$ cat config.mk
export PLATFORM = sky130hd
export DESIGN_NAME = data_mem_arbiter
export DESIGN_NICKNAME = d
export VERILOG_FILES = /design/src/rtl/data_mem_arbiter.sv
export SDC_FILE = /design/constraint.sdc
export NUM_CORES = 1
export LEC_CHECK = 0
export ABC_AREA = 1
export CAP_MARGIN = 20
export CORE_MARGIN = 2
export CORE_UTILIZATION = 31
export DETAILED_ROUTE_END_ITERATION = 6
export MAX_ROUTING_LAYER = met4
export PLACE_DENSITY_LB_ADDON = 0.08
export SLEW_MARGIN = 20
export SYNTH_ARGS = -nofsm -noshare
export SYNTH_HDL_FRONTEND = slang
export SYNTH_SLANG_ARGS = --single-unit
$ cat constraint.sdc
create_clock -name CLK -period 2.1 [get_ports CLK]
set_clock_uncertainty 0.05 [all_clocks]
set_input_delay 0.21 -clock CLK [delete_from_list [all_inputs] [get_ports CLK]]
set_output_delay 0.21 -clock CLK [all_outputs]
set_load 0.02 [all_outputs]
$ cat src/rtl/data_mem_arbiter.sv
`default_nettype none
// ============================================================================
// Module   : data_mem_arbiter
// Function : Shares one single-ported synchronous data memory between the CPU
//            load/store stage (port 0) and the loader/debug port (port 1).
//            Round-robin or fixed-priority grant, valid/ready requests and a
//            one-cycle response pulse carrying load data back to the winner.
// Revision : 1.0 - initial release
// ============================================================================
module data_mem_arbiter #(
    parameter bit RR_ENABLE = 1'b1
) (
    input  logic        CLK,
    input  logic        reset,
    input  logic        req0_valid,
    input  logic        req0_write,
    input  logic [31:0] req0_addr,
    input  logic [31:0] req0_wdata,
    output logic        req0_ready,
    input  logic        req1_valid,
    input  logic        req1_write,
    input  logic [31:0] req1_addr,
    input  logic [31:0] req1_wdata,
    output logic        req1_ready,
    output logic        rsp0_valid,
    output logic [31:0] rsp0_rdata,
    output logic        rsp1_valid,
    output logic [31:0] rsp1_rdata,
    output logic [31:0] mem_address,
    output logic [31:0] mem_write_data,
    output logic        mem_MemWrite,
    output logic        mem_MemRead,
    input  logic [31:0] mem_read_data
);

    typedef enum logic [0:0] {
        IDLE    = 1'b0,
        RD_WAIT = 1'b1
    } state_t;

    state_t      state_q;
    logic        last_grant_q;   // 1 = port 1 won the most recent handshake
    logic        pend_port_q;    // port owning the load currently in RD_WAIT
    logic        rsp0_valid_q;
    logic        rsp1_valid_q;
    logic [31:0] rsp0_rdata_q;
    logic [31:0] rsp1_rdata_q;

    logic        w_idle;
    logic        w_gnt0;
    logic        w_gnt1;
    logic        w_write;

    assign w_idle = (state_q == IDLE);

    // Grant selection: only in IDLE; contention resolved by policy and history
    always_comb begin
        w_gnt0 = 1'b0;
        w_gnt1 = 1'b0;
        if (w_idle) begin
            if (req0_valid && req1_valid) begin
                if (RR_ENABLE && !last_grant_q) begin
                    w_gnt1 = 1'b1;
                end else begin
                    w_gnt0 = 1'b1;
                end
            end else begin
                w_gnt0 = req0_valid;
                w_gnt1 = req1_valid;
            end
        end
    end

    assign w_write    = w_gnt1 ? req1_write : req0_write;

    assign req0_ready = w_gnt0;
    assign req1_ready = w_gnt1;

    // Memory strobes come straight from the granted request; all zero otherwise
    assign mem_address    = w_gnt0 ? req0_addr  : (w_gnt1 ? req1_addr  : 32'd0);
    assign mem_write_data = w_gnt0 ? req0_wdata : (w_gnt1 ? req1_wdata : 32'd0);
    assign mem_MemWrite   = (w_gnt0 && req0_write)  || (w_gnt1 && req1_write);
    assign mem_MemRead    = (w_gnt0 && !req0_write) || (w_gnt1 && !req1_write);

    // Arbiter FSM: tracks the outstanding load and produces registered responses
    always_ff @(posedge CLK or posedge reset) begin
        if (reset) begin
            state_q      <= IDLE;
            last_grant_q <= 1'b1;
            pend_port_q  <= 1'b0;
            rsp0_valid_q <= 1'b0;
            rsp1_valid_q <= 1'b0;
            rsp0_rdata_q <= 32'd0;
            rsp1_rdata_q <= 32'd0;
        end else begin
            rsp0_valid_q <= 1'b0;
            rsp1_valid_q <= 1'b0;
            case (state_q)
                IDLE: begin
                    if (w_gnt0 || w_gnt1) begin
                        last_grant_q <= w_gnt1;
                        if (w_write) begin
                            // Store completes as soon as memory samples it
                            if (w_gnt1) begin
                                rsp1_valid_q <= 1'b1;
                                rsp1_rdata_q <= 32'd0;
                            end else begin
                                rsp0_valid_q <= 1'b1;
                                rsp0_rdata_q <= 32'd0;
                            end
                        end else begin
                            pend_port_q <= w_gnt1;
                            state_q     <= RD_WAIT;
                        end
                    end
                end
                RD_WAIT: begin
                    // Memory output is valid now; capture it for the owner
                    state_q <= IDLE;
                    if (pend_port_q) begin
                        rsp1_valid_q <= 1'b1;
                        rsp1_rdata_q <= mem_read_data;
                    end else begin
                        rsp0_valid_q <= 1'b1;
                        rsp0_rdata_q <= mem_read_data;
                    end
                end
                default: state_q <= IDLE;
            endcase
        end
    end

    assign rsp0_valid = rsp0_valid_q;
    assign rsp1_valid = rsp1_valid_q;
    assign rsp0_rdata = rsp0_rdata_q;
    assign rsp1_rdata = rsp1_rdata_q;

endmodule
`default_nettype wire

==> qor.csv <==
metric;value;unit
most frequently used flop master after synthesis;sky130_fd_sc_hd__dfrtp_1;
clock-pin slew of the registers on the worst-case setup and hold paths;60;ps
IO Pins;300;
worst setup slack before clock tree synthesis;-271;ps
violation count after the first detailed-route iteration;195;
number of buffers created by CTS;9;
worst setup margin;114;ps
status;finished, final reports clean;
RSZ-0062 raised after global routing;no;
layout cells sized above 1;0.126;
pin count of the biggest net entering global routing;70;
Total Routed Length;16.5;mm
static leakage power;3.87;nW
worst-case reg-to-reg path depth;6;
Std-Cell Core Area;12200;um^2
Detail Route met3 WL;1.17;mm
clock tree root driver cell;sky130_fd_sc_hd__clkbuf_16;
global routing usage summed across all routing layers;0.236;
data arrival time at the worst-slack endpoint;1730;ps
routed wire length on met2;8.47;mm
Hold Vio Cnt, Final;0;
Achievable Freq;503;MHz
minimum setup slack among reg-to-reg paths;290;ps
postcts setup bufs;0;
post-route fraction of the period consumed by the critical path;0.946;
Post-Synthesis Mean Instance Area;6.72;um^2
transition time at the pin with the least slew margin;539;ps
Setup crit end kind;primary output;
gp weighted congestion;0.801;
antenna violations before repair;1;
top-area cell type share of the netlist area;0.436;
Post-synth EDFFs;0;
global-route wire length before repair;23.8;mm
Max Cap Viol;0;
relative area change from synthesis to final layout;81.8;%
Rows;40;
nets;1041;
final routed DRC violation total;0;
number of vias per cell;4.44;
number of buffers inserted by port buffering;299;
required time at the worst-slack endpoint;1840;ps
routed metal-1 wire length;6.63;mm
top post-synthesis cells by area;sky130_fd_sc_hd__dfrtp_1 44%, sky130_fd_sc_hd__nand2_1 35%, sky130_fd_sc_hd__nand3_1 8.5%, sky130_fd_sc_hd__inv_1 3.7%, sky130_fd_sc_hd__buf_6 2.6%;
nature of the critical path startpoint;register;
Worst Path Class, Setup;reg2out;
unique cell type count in the Yosys netlist;19;
final slew viol count;0;
Critical R2R Launch;state_q;
cell count after synthesis;580;
syn_nets;746;
total power density per cell area;913;nW/um^2
via count of the first global-routing pass;4447;
Die Footprint;13500;um^2
sequential fraction of the synthesis area;0.443;
die extent in y;116;um
most common library cells after synthesis;360 x sky130_fd_sc_hd__nand2_1, 68 x sky130_fd_sc_hd__dfrtp_1, 66 x sky130_fd_sc_hd__nand3_1, 38 x sky130_fd_sc_hd__inv_1, 11 x sky130_fd_sc_hd__buf_4;
async set or reset register ratio after synthesis;1.00;
dpl hpwl;12.8;mm
highest routed metal layer;met4;
final count of negative-setup-slack endpoints;0;
most numerous cell in the Yosys netlist;sky130_fd_sc_hd__nand2_1;
count of filler cells inserted in the layout;1199;
Antenna Violating Nets Remaining;0;
CTS Hold Buffers Added;0;
capture point of the worst reg-to-reg path;rsp0_rdata[30];
via count of the routed design;4664;
effective utilization at floorplan;0.321;
deepest level of the CTS H-tree;3;
horizontal extent of the die;116;um
Synth Cell Area;3900;um^2
maximum resistive drop on vdd;565;uV
clock sinks;69;
Pre-Repair DR Iteration Count;4;
hold crit path type;in2async;
deepest clock path buffer count;2;
multi-input logic area;1770;um^2
number of synthesized register bits;69;
number of warnings printed during yosys synthesis;0;
tightest slew margin relative to the limit;0.641;
Final TNS setup;0;ps
area occupied by registers;1730;um^2
Min Clock Period, post-route;1990;ps
Congestion Overflow GR;0;
average wire length per cell after detail routing;15.8;um
Synth area leader;sky130_fd_sc_hd__dfrtp_1;
TritonCTS clock tree;done;
clock latency on the worst-skew pair;320;ps
CP max FO;14;
[how the worst max path moves through the flow]
stage | start | endpoint | cells past startpoint
6_report | last_grant_q | mem_MemRead | 7
5_1_grt | last_grant_q | mem_MemRead | 7
4_1_cts | last_grant_q | mem_write_data[31] | 7
3_5_place_dp | req0_valid | mem_write_data[7] | 8
3_3_place_gp | req0_valid | mem_write_data[16] | 8
2_1_floorplan | reset | pend_port_q | 1
[what timing repair did]
action,CTS,global route
gates cloned,0,1
gates resized for setup,98,99
endpoints found under the setup margin,67,64
endpoints found under the hold margin,0,0
[stage by stage]
step	std cells	power (mW)	cell area (um^2)	hold WS [ps]	util
finish	1050	6.48	7090	225	0.583
CTS	1047	6.58	7330	251	0.603
detailed placement	1031	5.16	7080	434	0.582
global placement	1031	5.12	7080	439	0.582
global route	1049	6.83	7090	288	0.583
floorplan	580	3.46	3900	323	-
[registers in the layout (all words and copies together), names as in the netlist]
name,count
state_q,1
rsp0_valid,1
rsp0_rdata,32
rsp1_rdata,32
pend_port_q,1
last_grant_q,1
rsp1_valid,1
[layer usage]
layer | GRT usage | up-vias
li1 | - | 2340
met1 | 0.275 | 2145
met2 | 0.404 | 164
met3 | 0.0618 | 15
met4 | 0.0698 | 0
met5 | - | -
[kinds of logic after synthesis]
logic type,share of synthesized area
AOI/OAI and AO/OA,0.00321
DFF,0.443
buffers and inverters,0.104
and+or+nand+nor,0.450
[cells in the final DEF (no fill, tap or decap), drive strengths merged, types with 2 or more instances in the layout]
cell and count:
buf 23, clkbuf 74, clkdlybuf4s50 231, clkinvlp 2, dfrtp 68, diode 2, dlygate4sd2 3, inv 40
nand2 361, nand3 67, or2 2
[where the power goes]
part	switching, mW	internal, mW
combinational	1.71	1.36
sequential	0.204	1.68
clock	0.566	0.954
[area by class of cell]
| cell class | count | share of cell area |
|---|---|---|
| diodes | 2 | 0.000706 |
| clock buffers | 11 | 0.0342 |
| clock inverters | 5 | 0.00829 |
| inverters | 39 | 0.0206 |
| multi-input cells | 435 | 0.250 |
| flip-flops and latches | 69 | 0.244 |
| well taps | 168 | 0.0296 |
| repair buffers | 321 | 0.413 |
[critical path: stages (launching register included)]
cell	delay (ps)
sky130_fd_sc_hd__dfstp_2	530
sky130_fd_sc_hd__nand2_1	70
sky130_fd_sc_hd__buf_4	140
sky130_fd_sc_hd__nand4_4	50
sky130_fd_sc_hd__buf_4	210
sky130_fd_sc_hd__nand3_1	150
sky130_fd_sc_hd__inv_1	120
sky130_fd_sc_hd__buf_12	130
(Power assumes the default switching activity.)
